<file path="src/rtl/dec_control.sv">
// dec_control: cycle-count sequencer for the four decoder stages.
//
// A run is launched by `start` and releases dec1..dec4 in turn. Each release
// drives an active-low hold (decN_start) to 0 at a fixed cycle offset from the
// accepting edge. Each stage budget covers both its MAC and its activation.
// After the last stage's budget has elapsed, done_flag is raised and the
// counter stops.
//
// Ports:
//   clk          system clock, rising edge
//   reset_n      asynchronous active-low reset
//   start        run request (accepted in IDLE and DONE, ignored in RUN)
//   abort        run cancel (RUN/DONE -> IDLE), has priority over start
//   dec1_start   active-low hold for dec1 (1 = held, 0 = released)
//   dec2_start   active-low hold for dec2
//   dec3_start   active-low hold for dec3
//   dec4_start   active-low hold for dec4
//   busy         high while a run is in progress
//   done_flag    high from run completion until the next accepted start/abort
//   stage        index of the most recently released stage (0 = none)
//
// State table
//   state | meaning
//   IDLE  | no run, all stages held, counter cleared
//   RUN   | counting, stages released as their thresholds are reached
//   DONE  | all stages released, done_flag high, counter frozen at TD

module dec_control #(
  parameter int OFFSET  = 2,
  parameter int DEC1_CC = 8,
  parameter int ACT1    = 3,
  parameter int DEC2_CC = 8,
  parameter int ACT2    = 3,
  parameter int DEC3_CC = 12,
  parameter int ACT3    = 3,
  parameter int DEC4_CC = 12,
  parameter int ACT4    = 3,
  parameter int CC_W    = 8
) (
  input  logic       clk,
  input  logic       reset_n,
  input  logic       start,
  input  logic       abort,
  output logic       dec1_start,
  output logic       dec2_start,
  output logic       dec3_start,
  output logic       dec4_start,
  output logic       busy,
  output logic       done_flag,
  output logic [2:0] stage
);

  localparam int T1 = OFFSET;
  localparam int T2 = T1 + DEC1_CC + ACT1;
  localparam int T3 = T2 + DEC2_CC + ACT2;
  localparam int T4 = T3 + DEC3_CC + ACT3;
  localparam int TD = T4 + DEC4_CC + ACT4;

  localparam logic [CC_W-1:0] T1_C = CC_W'(T1);
  localparam logic [CC_W-1:0] T2_C = CC_W'(T2);
  localparam logic [CC_W-1:0] T3_C = CC_W'(T3);
  localparam logic [CC_W-1:0] T4_C = CC_W'(T4);
  localparam logic [CC_W-1:0] TD_C = CC_W'(TD);

  // Thresholds must be strictly increasing and the terminal count must fit
  // in the counter, otherwise a release could be skipped or the count wrap.
  if (OFFSET < 1) begin : g_bad_offset
    $error("dec_control: OFFSET must be at least 1");
  end
  if ((DEC1_CC + ACT1 < 1) || (DEC2_CC + ACT2 < 1) ||
      (DEC3_CC + ACT3 < 1) || (DEC4_CC + ACT4 < 1)) begin : g_bad_budget
    $error("dec_control: every DECn_CC + ACTn must be at least 1");
  end
  if (longint'(TD) >= (longint'(1) << CC_W)) begin : g_bad_width
    $error("dec_control: TD does not fit in CC_W bits");
  end

  localparam logic [1:0] S_IDLE = 2'd0;
  localparam logic [1:0] S_RUN  = 2'd1;
  localparam logic [1:0] S_DONE = 2'd2;

  logic [1:0]      state;
  logic [CC_W-1:0] cc;
  logic [CC_W-1:0] cc_next;

  assign cc_next = cc + CC_W'(1);

  always_ff @(posedge clk or negedge reset_n) begin
    if (!reset_n) begin
      state      <= S_IDLE;
      cc         <= '0;
      dec1_start <= 1'b1;
      dec2_start <= 1'b1;
      dec3_start <= 1'b1;
      dec4_start <= 1'b1;
      busy       <= 1'b0;
      done_flag  <= 1'b0;
      stage      <= 3'd0;
    end else begin
      case (state)
        S_IDLE: begin
          if (start) begin
            state <= S_RUN;
            cc    <= '0;
            busy  <= 1'b1;
          end
        end

        S_RUN: begin
          if (abort) begin
            state      <= S_IDLE;
            cc         <= '0;
            dec1_start <= 1'b1;
            dec2_start <= 1'b1;
            dec3_start <= 1'b1;
            dec4_start <= 1'b1;
            busy       <= 1'b0;
            done_flag  <= 1'b0;
            stage      <= 3'd0;
          end else begin
            cc <= cc_next;
            // Compare against the value cc takes on this edge so the hold
            // drops exactly Tn edges after the accepting edge.
            if (cc_next == T1_C) begin
              dec1_start <= 1'b0;
              stage      <= 3'd1;
            end
            if (cc_next == T2_C) begin
              dec2_start <= 1'b0;
              stage      <= 3'd2;
            end
            if (cc_next == T3_C) begin
              dec3_start <= 1'b0;
              stage      <= 3'd3;
            end
            if (cc_next == T4_C) begin
              dec4_start <= 1'b0;
              stage      <= 3'd4;
            end
            if (cc_next == TD_C) begin
              state     <= S_DONE;
              busy      <= 1'b0;
              done_flag <= 1'b1;
            end
          end
        end

        S_DONE: begin
          if (abort) begin
            state      <= S_IDLE;
            cc         <= '0;
            dec1_start <= 1'b1;
            dec2_start <= 1'b1;
            dec3_start <= 1'b1;
            dec4_start <= 1'b1;
            busy       <= 1'b0;
            done_flag  <= 1'b0;
            stage      <= 3'd0;
          end else if (start) begin
            // Re-arm directly into a new run.
            state      <= S_RUN;
            cc         <= '0;
            dec1_start <= 1'b1;
            dec2_start <= 1'b1;
            dec3_start <= 1'b1;
            dec4_start <= 1'b1;
            busy       <= 1'b1;
            done_flag  <= 1'b0;
            stage      <= 3'd0;
          end
        end

        default: begin
          state      <= S_IDLE;
          cc         <= '0;
          dec1_start <= 1'b1;
          dec2_start <= 1'b1;
          dec3_start <= 1'b1;
          dec4_start <= 1'b1;
          busy       <= 1'b0;
          done_flag  <= 1'b0;
          stage      <= 3'd0;
        end
      endcase
    end
  end

endmodule

</file>
<file path="config.mk">
export PLATFORM = sky130hd
export DESIGN_NAME = dec_control
export DESIGN_NICKNAME = d
export VERILOG_FILES = /design/src/rtl/dec_control.sv
export SDC_FILE = /design/constraint.sdc
export NUM_CORES = 1
export LEC_CHECK = 0
export ABC_AREA = 0
export BUFFER_PORTS_ARGS = -buffer_cell sky130_fd_sc_hd__clkbuf_2
export CORE_MARGIN = 3
export CORE_UTILIZATION = 49
export DETAILED_ROUTE_END_ITERATION = 7
export GPL_ROUTABILITY_DRIVEN = 0
export HOLD_SLACK_MARGIN = 0.12
export MAX_ROUTING_LAYER = met4
export PLACE_DENSITY_LB_ADDON = 0.3
export SLEW_MARGIN = 20
export SYNTH_ARGS = -nofsm -noshare
export SYNTH_HDL_FRONTEND = slang
export SYNTH_SLANG_ARGS = --single-unit
</file>
<file path="constraint.sdc">
create_clock -name clk -period 2.5 [get_ports clk]
set_input_delay 0.25 -clock clk [delete_from_list [all_inputs] [get_ports clk]]
set_output_delay 0.25 -clock clk [all_outputs]
set_load 0.05 [all_outputs]
</file>
==> impl_metrics.py <==
metrics = {
    "status": {
        "status": "complete, no violations",
    },
    "cts": {
        "clk_pin_slew_ns": 0.12,
        "cts_sinks": 19,
        "cts_tree": "done",
        "cts_hold_buf": 1,
        "cts-resized-gates": 0,
        "cts_buffer_depth": 2,
        "cts_setup_buffers": 0,
        "insertion_delay_ns": 0.31,
        "cts_root_buf": "clkbuf_4",
        "cts_made_buffers": 3,
        "h-tree-depth": 1,
    },
    "routing": {
        "vias": 1205,
        "ant_nets": 0,
        "drt-total-wl_um": 2900,
        "drcViolationCount": 0,
        "wl_per_cell_um": 14.6,
        "vias_per_cell": 6.09,
        "firstDrtPassIters": 4,
        "drt_iter0_drc": 48,
    },
    "power_and_ir_drop": {
        "p_leak_nw": 0.601,
        "p_total_mw": 0.755,
        "power.density_nw_per_um2": 516,
        "vdd_ir_drop_max_v": 0.000438,
    },
    "yosys": {
        "synth_edf_count": 0,
        "yosysWarnings": 0,
        "synth-seq-cells": 19,
        "synth.largest_area_cell": "dfrtp_1",
        "synth_seq_area_share_pct": 36.0,
        "syn-num-nets": 163,
        "async_flop_share_pct": 100,
        "synth_top_cell_area_share_pct": 28.1,
        "netlist_instances": 155,
        "synth_ff_type": "dfrtp_1",
        "synthTopCellsByArea": "dfrtp_1 (28%), dfstp_2 (7.9%), o21ai_0 (6.4%)",
        "yosys.cell_types.count": 49,
        "synth.cell_area_um2": 1330,
        "synth.avg_cell_area_um2": 8.61,
    },
    "sta": {
        "fin_crit_sh_pct": 92.2,
        "max_freq_mhz": 434,
        "finClkSkew_ns": 0.00190,
        "slew_viol_final": 0,
        "setup_violations": 0,
        "min_period_ns": 2.30,
        "setup_tns_ns": 0,
        "worst_slew_pin_slew_ns": 0.539,
        "hold_viol": 0,
        "rsz0062_at_grt": "false",
        "relSlewSlack_pct": 64.0,
    },
    "cells_and_area": {
        "final_cell_count_no_fill": 198,
        "num-nets-final": 177,
        "syn_to_final_growth_pct": 9.66,
        "layout_commonest_cell": "o21ai_0",
        "layout_common_cells": "o21ai_0 (17), nand2_1 (15), dfrtp_1 (15), clkbuf_2 (12), nor2_1 (9)",
        "n_antenna_cell": 0,
        "drive_above_1_share_pct": 19.6,
        "postLayoutCellArea_um2": 1460,
    },
    "global_routing": {
        "antenna_found_initial": 0,
        "grtUsageTotal_pct": 18.9,
        "first_global_vias": 1022,
        "grt_start_max_net_pins": 20,
        "grt-ovfl-total": 0,
        "grt_pass1_wl_um": 4710,
    },
    "hold_path": {
        "hp-class": "primary input to flop",
    },
    "floorplanning": {
        "die_height_um": 58.2,
        "initial_utilization_pct": 52.9,
        "die_x_um": 58.2,
        "rows": 18,
        "core-area_um2": 2520,
        "ios": 13,
        "dieArea_um2": 3380,
    },
    "critical_path": {
        "rrSetupSlack_ns": 0.20,
        "start_kind": "flop",
        "critPathArrivalTime_ns": 2.51,
        "endpoint_kind": "flop",
        "ff2ff_path_depth": 6,
        "critPathKind": "flop to flop",
        "r2r_end": "stage[0]",
        "endpoint": "stage[0]",
        "crit_start": "cc[1]",
        "required_ns": 2.71,
        "regToRegStartpoint": "cc[1]",
        "crit_fanout": 11,
    },
    "placement": {
        "hpwl_um": 2110,
        "place.port_buffers": 12,
        "placed_cells": 193,
        "place_area_um2": 1430,
    },
    "run": {
        "maxCapViolations": 0,
    },
}
==> metrics by stage <==
step	worst slack, ns	util [%]	hold slack [ns]
6_report	0.196	58.0	0.176
5_1_grt	0.00330	58.0	0.175
4_1_cts	0.216	58.0	0.170
3_5_place_dp	0.238	56.5	0.235
3_3_place_gp	0.314	56.5	0.228
2_1_floorplan	0.588	-	-0.0456
==> power breakdown <==
part           internal, mW  switching [mW]
Sequential            0.333          0.0348
Clock                0.0598           0.109
Combinational        0.0695           0.149
Total                 0.463           0.292
==> worst min-delay path by stage <==
| stage | depth (start not counted) | end | startpoint |
|---|---|---|---|
| 2_1_floorplan | 0 | busy | reset_n |
| 3_3_place_gp | 1 | cc[6] | reset_n |
| 3_5_place_dp | 1 | cc[6] | reset_n |
| 4_1_cts | 2 | state[1] | abort |
| 5_1_grt | 2 | state[1] | abort |
| 6_report | 2 | state[1] | abort |
==> cells in the mapped netlist, types with 2 or more instances <==
master and instances:
o21ai_0 17, xnor2_1 3, nor3b_1 3, ha_1 4, a41oi_1 2, nand2_1 15, o21a_1 2, a22o_1 2
buf_2 5, and2_1 3, clkbuf_1 4, o31ai_1 4, nand3b_1 2, nand2b_1 2, nand4_1 5, o211ai_1 2
a31oi_1 3, nor3_1 3, dfstp_2 4, dfrtp_1 15, nor2_1 9, nand3_1 6, inv_1 4, a21oi_1 5
o21ai_1 3, nor4_1 3, nor2b_1 3
==> critical path: stages, from the launching register on <==
cell and delay [ns]:
dfrtp_1 0.60, ha_1 0.43, nor3b_1 0.23, a41oi_1 0.10, a311oi_4 0.43, a21oi_2 0.11, a221o_1 0.30
==> logic make-up after synthesis <==
kind of cell	after synthesis	synth area share, %
fa+ha+maj	4	3.75
mux	1	0.750
buf+inv	15	5.53
simple gates	61	25.1
flops	19	36.0
compound gates	51	26.2
xor+xnor	4	2.63
==> sequential cells by signal, indices dropped and copies added (netlist names) <==
register    count
cc              8
dec1_start      1
dec3_start      1
busy            1
dec4_start      1
stage           3
dec2_start      1
state           2
done_flag       1
==> metal layers <==
layer	wire length, um	vias up	GRT usage [%]	part of all wire, %
met5	0	-	-	0
met4	43	0	7.95	1.5
met3	117	5	2.90	4.0
met2	1290	29	28.2	45
met1	1440	574	25.4	50
li1	-	597	-	-
==> cell type report <==
type	instances	area, um2
multi-input combinational	121	779
clock buffer	3	22.5
fill	240	1060
inverter	4	15.0
sequential	19	480
tap	30	37.5
timing repair buffer	20	123
clock inverter	1	5.00
Note: power is estimated with default switching activity, not from simulation.
